### src/rtl/obuf_frame_reader.sv
// obuf_frame_reader: scans the RGB565 output frame buffer and streams pixels over valid/ready
module obuf_frame_reader #(
   parameter int WIDTH  = 480,
   parameter int HEIGHT = 272,
   parameter int ADDR_W = 17
) (
   input  logic              iClk,
   input  logic              iRst,
   input  logic              iStart,
   input  logic              iContinuous,
   input  logic              iStop,
   input  logic [15:0]       iBufData,
   input  logic              iReady,
   output logic              oBufEn,
   output logic [ADDR_W-1:0] oRdAddr,
   output logic [15:0]       oPixel,
   output logic [23:0]       oRgb888,
   output logic              oValid,
   output logic              oSof,
   output logic              oEol,
   output logic              oEof,
   output logic              oBusy,
   output logic              oDone
);
   localparam int CW = (WIDTH > 1) ? $clog2(WIDTH) : 1;
   localparam int RW = (HEIGHT > 1) ? $clog2(HEIGHT) : 1;
   localparam logic [ADDR_W-1:0] LAST = ADDR_W'(WIDTH * HEIGHT - 1);
   typedef enum logic [1:0] {IDLE, RUN, DRAIN} state_t;
   state_t            state_q;
   logic [ADDR_W-1:0] addr_q, addr_d;
   logic [CW-1:0]     col_q, col_d;
   logic [RW-1:0]     row_q, row_d;
   logic              cont_q, stop_q;
   logic              b_vld_q, b_sof_q, b_eol_q, b_eof_q;
   logic              o_vld_q, o_sof_q, o_eol_q, o_eof_q, done_q;
   logic [15:0]       pixel_q;
   logic [23:0]       rgb_q;
   logic              advance, run, last_addr, eol_addr, fin;
   assign advance   = !o_vld_q | iReady;
   assign run       = (state_q == RUN);
   assign last_addr = (addr_q == LAST);
   assign eol_addr  = (col_q == CW'(WIDTH - 1));
   assign fin       = (state_q == DRAIN) & o_vld_q & iReady & o_eof_q;
   assign oBufEn    = advance & (run | b_vld_q);
   assign oRdAddr   = addr_q;
   assign oPixel    = pixel_q;
   assign oRgb888   = rgb_q;
   assign oValid    = o_vld_q;
   assign oSof      = o_sof_q;
   assign oEol      = o_eol_q;
   assign oEof      = o_eof_q;
   assign oBusy     = (state_q != IDLE);
   assign oDone     = done_q;
   // next raster position: address wraps at end of frame, col at end of line, row at end of frame
   always_comb begin
      addr_d = last_addr ? '0 : addr_q + 1'b1;
      col_d  = eol_addr ? '0 : col_q + 1'b1;
      row_d  = eol_addr ? ((row_q == RW'(HEIGHT - 1)) ? '0 : row_q + 1'b1) : row_q;
   end
   // scan control: address stage counters, frame looping and the sticky stop request
   always_ff @(posedge iClk) begin
      if (iRst) begin
         state_q <= IDLE;
         addr_q  <= '0;
         col_q   <= '0;
         row_q   <= '0;
         cont_q  <= 1'b0;
         stop_q  <= 1'b0;
         done_q  <= 1'b0;
      end else begin
         done_q <= fin;
         case (state_q)
            IDLE: if (iStart) begin
               state_q <= RUN;
               addr_q  <= '0;
               col_q   <= '0;
               row_q   <= '0;
               cont_q  <= iContinuous;
               stop_q  <= 1'b0;
            end
            RUN: begin
               if (iStop) stop_q <= 1'b1;
               if (advance) begin
                  addr_q <= addr_d;
                  col_q  <= col_d;
                  row_q  <= row_d;
                  if (last_addr && !(cont_q && !stop_q && !iStop)) state_q <= DRAIN;
               end
            end
            DRAIN: if (fin) state_q <= IDLE;
            default: state_q <= IDLE;
         endcase
      end
   end
   // buffer and output stages advance together; buffer-stage tags move exactly with the SRAM register
   always_ff @(posedge iClk) begin
      if (iRst) begin
         b_vld_q <= 1'b0;
         b_sof_q <= 1'b0;
         b_eol_q <= 1'b0;
         b_eof_q <= 1'b0;
         o_vld_q <= 1'b0;
         o_sof_q <= 1'b0;
         o_eol_q <= 1'b0;
         o_eof_q <= 1'b0;
         pixel_q <= '0;
         rgb_q   <= '0;
      end else begin
         if (oBufEn) begin
            b_vld_q <= run;
            b_sof_q <= (addr_q == '0);
            b_eol_q <= eol_addr;
            b_eof_q <= last_addr;
         end
         if (advance) begin
            o_vld_q <= b_vld_q;
            o_sof_q <= b_sof_q;
            o_eol_q <= b_eol_q;
            o_eof_q <= b_eof_q;
            pixel_q <= iBufData;
            rgb_q   <= {iBufData[15:11], iBufData[15:13], iBufData[10:5], iBufData[10:9],
                        iBufData[4:0], iBufData[4:2]};
         end
      end
   end
endmodule

### config.mk
export PLATFORM = sky130hd
export DESIGN_NAME = obuf_frame_reader
export DESIGN_NICKNAME = d
export VERILOG_FILES = /design/src/rtl/obuf_frame_reader.sv
export SDC_FILE = /design/constraint.sdc
export NUM_CORES = 1
export LEC_CHECK = 0
export BUFFER_PORTS_ARGS = -buffer_cell sky130_fd_sc_hd__buf_2
export CORE_UTILIZATION = 50
export DETAILED_ROUTE_END_ITERATION = 8
export GPL_TIMING_DRIVEN = 1
export PLACE_DENSITY = 0.76
export SLEW_MARGIN = 15
export SYNTH_ARGS = -nofsm -noshare
export SYNTH_HDL_FRONTEND = slang
export SYNTH_SLANG_ARGS = --single-unit
### constraint.sdc
create_clock -name iClk -period 4.4 [get_ports iClk]
set_input_delay 0.22 -clock iClk [delete_from_list [all_inputs] [get_ports iClk]]
set_output_delay 0.22 -clock iClk [all_outputs]
set_load 0.01 [all_outputs]
; Word level (Yosys, flattened, before mapping)
; Index checks and enable logic that the tools add are counted.
; W data, S select, Z words.
[totals]
ff_bits = 79
in_bits = 22
out_inout_bits = 64
[classes]
addsub = 2
eq_ne = 9
muxes = 16
bitwise_logic = 6
n_reduce_logical = 15
[ops]
columns = cell, n
row1 = $mux W17, 3
row2 = $pmux W17 S2, 1
row3 = $mux W9, 3
row4 = $pmux W9 S2, 1
row5 = $add A17 B1 Y17 const B, 1
row6 = $eq A17 B17 Y1 const B, 1
row7 = $logic_not A17 Y1, 1
row8 = $add A9 B1 Y9 const B, 1
row9 = $eq A9 B9 Y1 const B, 1
row10 = $mux W2, 4
row11 = $ne A2 B2 Y1 const B, 4
row12 = $pmux W2 S3, 1
row13 = $reduce_and A3 Y1, 2
row14 = $and A1 B1 Y1, 4
row15 = $logic_not A1 Y1, 4
row16 = $reduce_and A4 Y1, 1
row17 = $reduce_bool A2 Y1, 2
row18 = $logic_and A1 B1 Y1, 3
row19 = $eq A2 B1 Y1 const B, 1
row20 = $eq A2 B2 Y1 const B, 1
row21 = $logic_not A2 Y1, 1
row22 = $mux W1, 2
row23 = $ne A2 B1 Y1 const B, 1
row24 = $or A1 B1 Y1, 2
row25 = 2 further kinds, 2

; Longest topological paths before layout
[logic_depth]
ltp_word = 8
mapped_depth = 7
depth_no_buf = 6

; Worst setup path before layout
; No wires, ideal clock.
[synth_timing]
path_kind = reg-to-reg
from = register addr_q[0] (netlist: oRdAddr[0])
to = register state_q[1]
setup_time_ps = 70
t_arrival_ps = 1917
path_slack_ps = 2412
stages_incl_launch_ff = 7
n_path_buf = 1
cell_sequence = dfxtp_1 -> ha_1 -> nand4_1 -> or4_4 -> buf_6 -> or4_1 -> a21oi_1
[synth_via]
elab_chain_cells = 4
[synth_rtl]
columns = element, line
row1 = "start, declared", 30  ; logic [ADDR_W-1:0] addr_q, addr_d;
row2 = "start signal, assigned", 84  ; addr_q <= addr_d;
row3 = $eq A17 B17 Y1, 41  ; assign last_addr = (addr_q == LAST);
row4 = $logic_and A1 B1 Y1, 87  ; if (last_addr && !(cont_q && !stop_q && !iStop)) state_q <= DRAIN;
row5 = $ne A2 B1 Y1 (no source line), --
row6 = $reduce_and A4 Y1 (no source line), --
row7 = "end signal, assigned", 87
row8 = "end signal, assigned", 90  ; DRAIN: if (fin) state_q <= IDLE;
row9 = "end signal, assigned", 91  ; default: state_q <= IDLE;
row10 = "end, declared", 29  ; state_t state_q;
; Every way passes these cells.
; A chain may end at the register's enable or synchronous reset.

; Final worst setup path
[layout_timing]
from = register state_q[0]
to = output port oBufEn
[layout_via]
elab_chain_cells = 3
[layout_rtl]
columns = element, line
row1 = "start signal, assigned", 63  ; state_q <= IDLE;
row2 = "start signal, assigned", 74  ; state_q <= RUN;
row3 = "start signal, assigned", 87
row4 = $eq A2 B1 Y1, 40  ; assign run = (state_q == RUN);
row5 = $or A1 B1 Y1, 44  ; assign oBufEn = advance & (run | b_vld_q);
row6 = $and A1 B1 Y1, 44
row7 = "end, declared", 14  ; output logic oBufEn,
; Every way passes these cells.

==> impl_results.md <==
- Status: complete, no violations
- Drt pass-1 iters: 5
- Worst path slowest cell: nor2b_1
- Sw Ratio: 28.83%
- Clock power frac: 30.1%
- Final Hold Viols: 0
- FF-to-FF End: oRdAddr[13]
- Post-route antenna net violation count: 0
- Worst hold path stage count: 3
- DR iter-0 viols: 200
- Sequential Power Share: 55.4%
- Worst-Skew Late Latency: 310 ps
- RSZ-0062 raised after global routing: no
- Placed Cells: 454
- Final GP Congestion: 0.9081
- Hold path startpoint: iBufData[10]
- Syn Inst Count: 342
- Die Height: 76.44 um
- Rel. slew slack: 30.05%
- GRT overflow: 0
- Area leader, netlist: dfxtp_1
- Largest net degree at the start of global routing: 57
- # IOs: 86
- Tightest Pin Transition: 1045 ps
- IO Port Bufs: 85
- Syn Area/Cell: 8.100 sq um
- Dpl hpwl: 4.493 mm
- Min cycle time layout: 2603 ps
- Max incr delay on CP: 840 ps
- Fin cells: 462
- Post-synthesis async set-or-reset flop share: 0%
- Post-cts hold buffer count: 0
- Clk slew on worst S/H paths: 110 ps
- Internal power: 0.0006825 W
- Cell chain of the critical path: nor2b_1 > o21ai_0 > inv_1 > buf_2
- Die ar.: 5842 sq um
- Worst Setup End Kind: primary output
- Total negative slack: 0 ps
- Wire per inst: 14.20 um
- Ys flop type: dfxtp_1
- CP Launch Type: register
- Worst setup path start: state_q[0]
- Total power: 0.0009591 W
- Initial Util: 53.22%
- Register area share after synthesis: 39.75%
- Global-route wire length before repair: 10.94 mm
- Fin crit share: 59.16%
- Delay-heaviest family, CP: simple AND/OR/NAND/NOR gates
- Num CTS Buffers: 5
- R2R setup slack: 1910 ps
- NumNets Final: 416
- FF-to-FF Start: oRdAddr[0]
- Area grow syn2layout: 12.10%
- PD cells: 308.8 nW/um^2
- Total core area: 5205 sq um
- # fillers: 495
- CP Max Fanout: 15
- Worst path depth: 4
- Synth warn: 0
- Crit path kind: register to primary output
- Max-cap violations: 0
- Most frequent cells in the layout: 85 x buf_2, 55 x dfxtp_1, 54 x nand2_1, 36 x a21oi_1, 16 x nand4_1
- Via/cell ratio: 5.755
- #FFs+latches synth: 55
- Root Buffer Master: clkbuf_8
- Placement Rows: 26
- Critical path arrival: 2380 ps
- Count of flip-flops with a built-in enable after synthesis: 0
- WP buf/inv: 2
- Syn nets: 367
- Sw Pwr: 0.0002765 W
- Vias in the first global route: 2342
- End of the critical path: oBufEn
- CP Data Required Time: 4180 ps
- Final Max Slew Viols: 0
- Worst hold slack: 134.4 ps
- Worst min path class: primary input to register
- Initial antenna violation count: 0
- Commonest non-fill, non-tap cell in the layout: buf_2
- Peak supply drop: 0.1664 mV
- Final count of negative-setup-slack endpoints: 0
- Antenna fix cells: 0
- CTS tree: done
- Share of cells above drive strength 1: 26.02%
- Clock skew: 10.55 ps
- Top cells by area, synth: dfxtp_1 40%, nand2_1 7.3%, a21oi_1 6.5%, buf_4 6.5%, nand4_1 3.6%
- CTS max path bufs: 2
- H-tree depth: 2
- FF-to-FF path depth: 5
- Leak pwr: 1.294 nW
- Comb power frac: 14.5%
- Yosys top cell area share: 39.75%
- Post-CTS Setup Repair Bufs: 0
- Area of the mapped netlist: 2770 sq um
- DR DRC count: 0
- Cts repair resizes: 0
- Routed WL: 6.560 mm
- Fmax: 0.3842 GHz
- Num Clock Sinks: 55
- Gr usage total: 22.64%
- Chip width: 76.44 um
- DR vias: 2659
- Synth cell types: 48
==> sequential cells by signal, summed over array words and instances (netlist names), 2 cells and up <==
name	flops
col_q	9
state_q	2
oPixel	15
oRdAddr	17
==> logic make-up (layout without fill, tap and decap cells) <==
family | after synthesis | count (layout) | share of synthesized area (%)
AOI/OAI and AO/OA | 77 | 77 | 17.03
xor gates and xnor gates | 5 | 5 | 1.581
DFF | 55 | 55 | 39.75
buffers and inverters | 50 | 100 | 10.75
adders and majority gates | 3 | 3 | 1.355
muxes | 1 | 1 | 0.3614
and+or+nand+nor | 151 | 151 | 29.18
==> synthesized netlist by cell type (2+ instances only) <==
library cell	n
buf_4	24
or3_1	4
a211oi_1	8
or2_2	4
nand3_1	12
ha_1	3
nor2_1	14
nor2b_1	3
a21oi_1	36
o211ai_1	2
a41oi_1	3
nor3_1	7
a311oi_1	3
and3_1	2
nand3b_1	2
and2_1	3
nor3b_1	2
xor2_1	3
xnor2_1	2
nand4_1	16
clkbuf_1	15
dfxtp_1	55
nand4b_1	2
or4_1	5
o21ai_0	10
nor4b_1	4
a31oi_1	5
buf_2	2
and4_1	4
nor4_1	6
o31ai_1	4
nand2b_1	2
nand2_1	54
inv_1	7
==> power by group through the flow <==
stage	clock network [W]	logic (W)	registers, W
final	0.000289	0.000139	0.000531
after global routing	0.000316	0.000154	0.000535
after CTS	0.000295	0.000139	0.000531
after detailed placement	0	0.000139	0.000543
after global placement	0	0.000139	0.000541
after floorplan	0	0.000101	0.000545
==> how the worst min path moves through the flow <==
stage,endpoint,slack [ps]
2_1_floorplan,oPixel[0],360
3_3_place_gp,oSof,440
3_5_place_dp,oSof,440
4_1_cts,oPixel[12],130
5_1_grt,oPixel[14],130
6_report,oPixel[10],130
==> per-layer routing <==
| metal | track usage [%] | share of wire, % | up-vias |
|---|---|---|---|
| met1 | 28.83 | 44 | 1222 |
| met4 | 5.577 | 0.52 | 0 |
| met2 | 39.19 | 49 | 112 |
| met5 | 0 | 0 | - |
| li1 | - | - | 1321 |
| met3 | 4.311 | 6.9 | 4 |
==> through the flow <==
step	utilization, %	setup WS, ps	cell area [sq um]
after floorplan	-	2412	2770
after global placement	57.91	2005	3014
after detailed placement	57.91	1957	3014
after CTS	59.66	1844	3105
after global routing	59.66	1546	3105
final	59.66	1797	3105
==> area by class of cell <==
type / count / area (sq um) / area share, %
clock buffer: 5 / 68.82 / 2.216
clock inverter: 3 / 22.52 / 0.7252
inverter: 7 / 26.28 / 0.8461
multi-input combinational: 237 / 1374 / 44.24
sequential: 55 / 1101 / 35.46
tap: 70 / 87.58 / 2.820
timing repair buffer: 85 / 425.4 / 13.70
==> tightest hold or removal path, cell delays in order <==
cell and delay, ps:
buf_2 90, nand2_1 40, a21oi_1 50
Note: power is estimated with default switching activity, not from simulation.
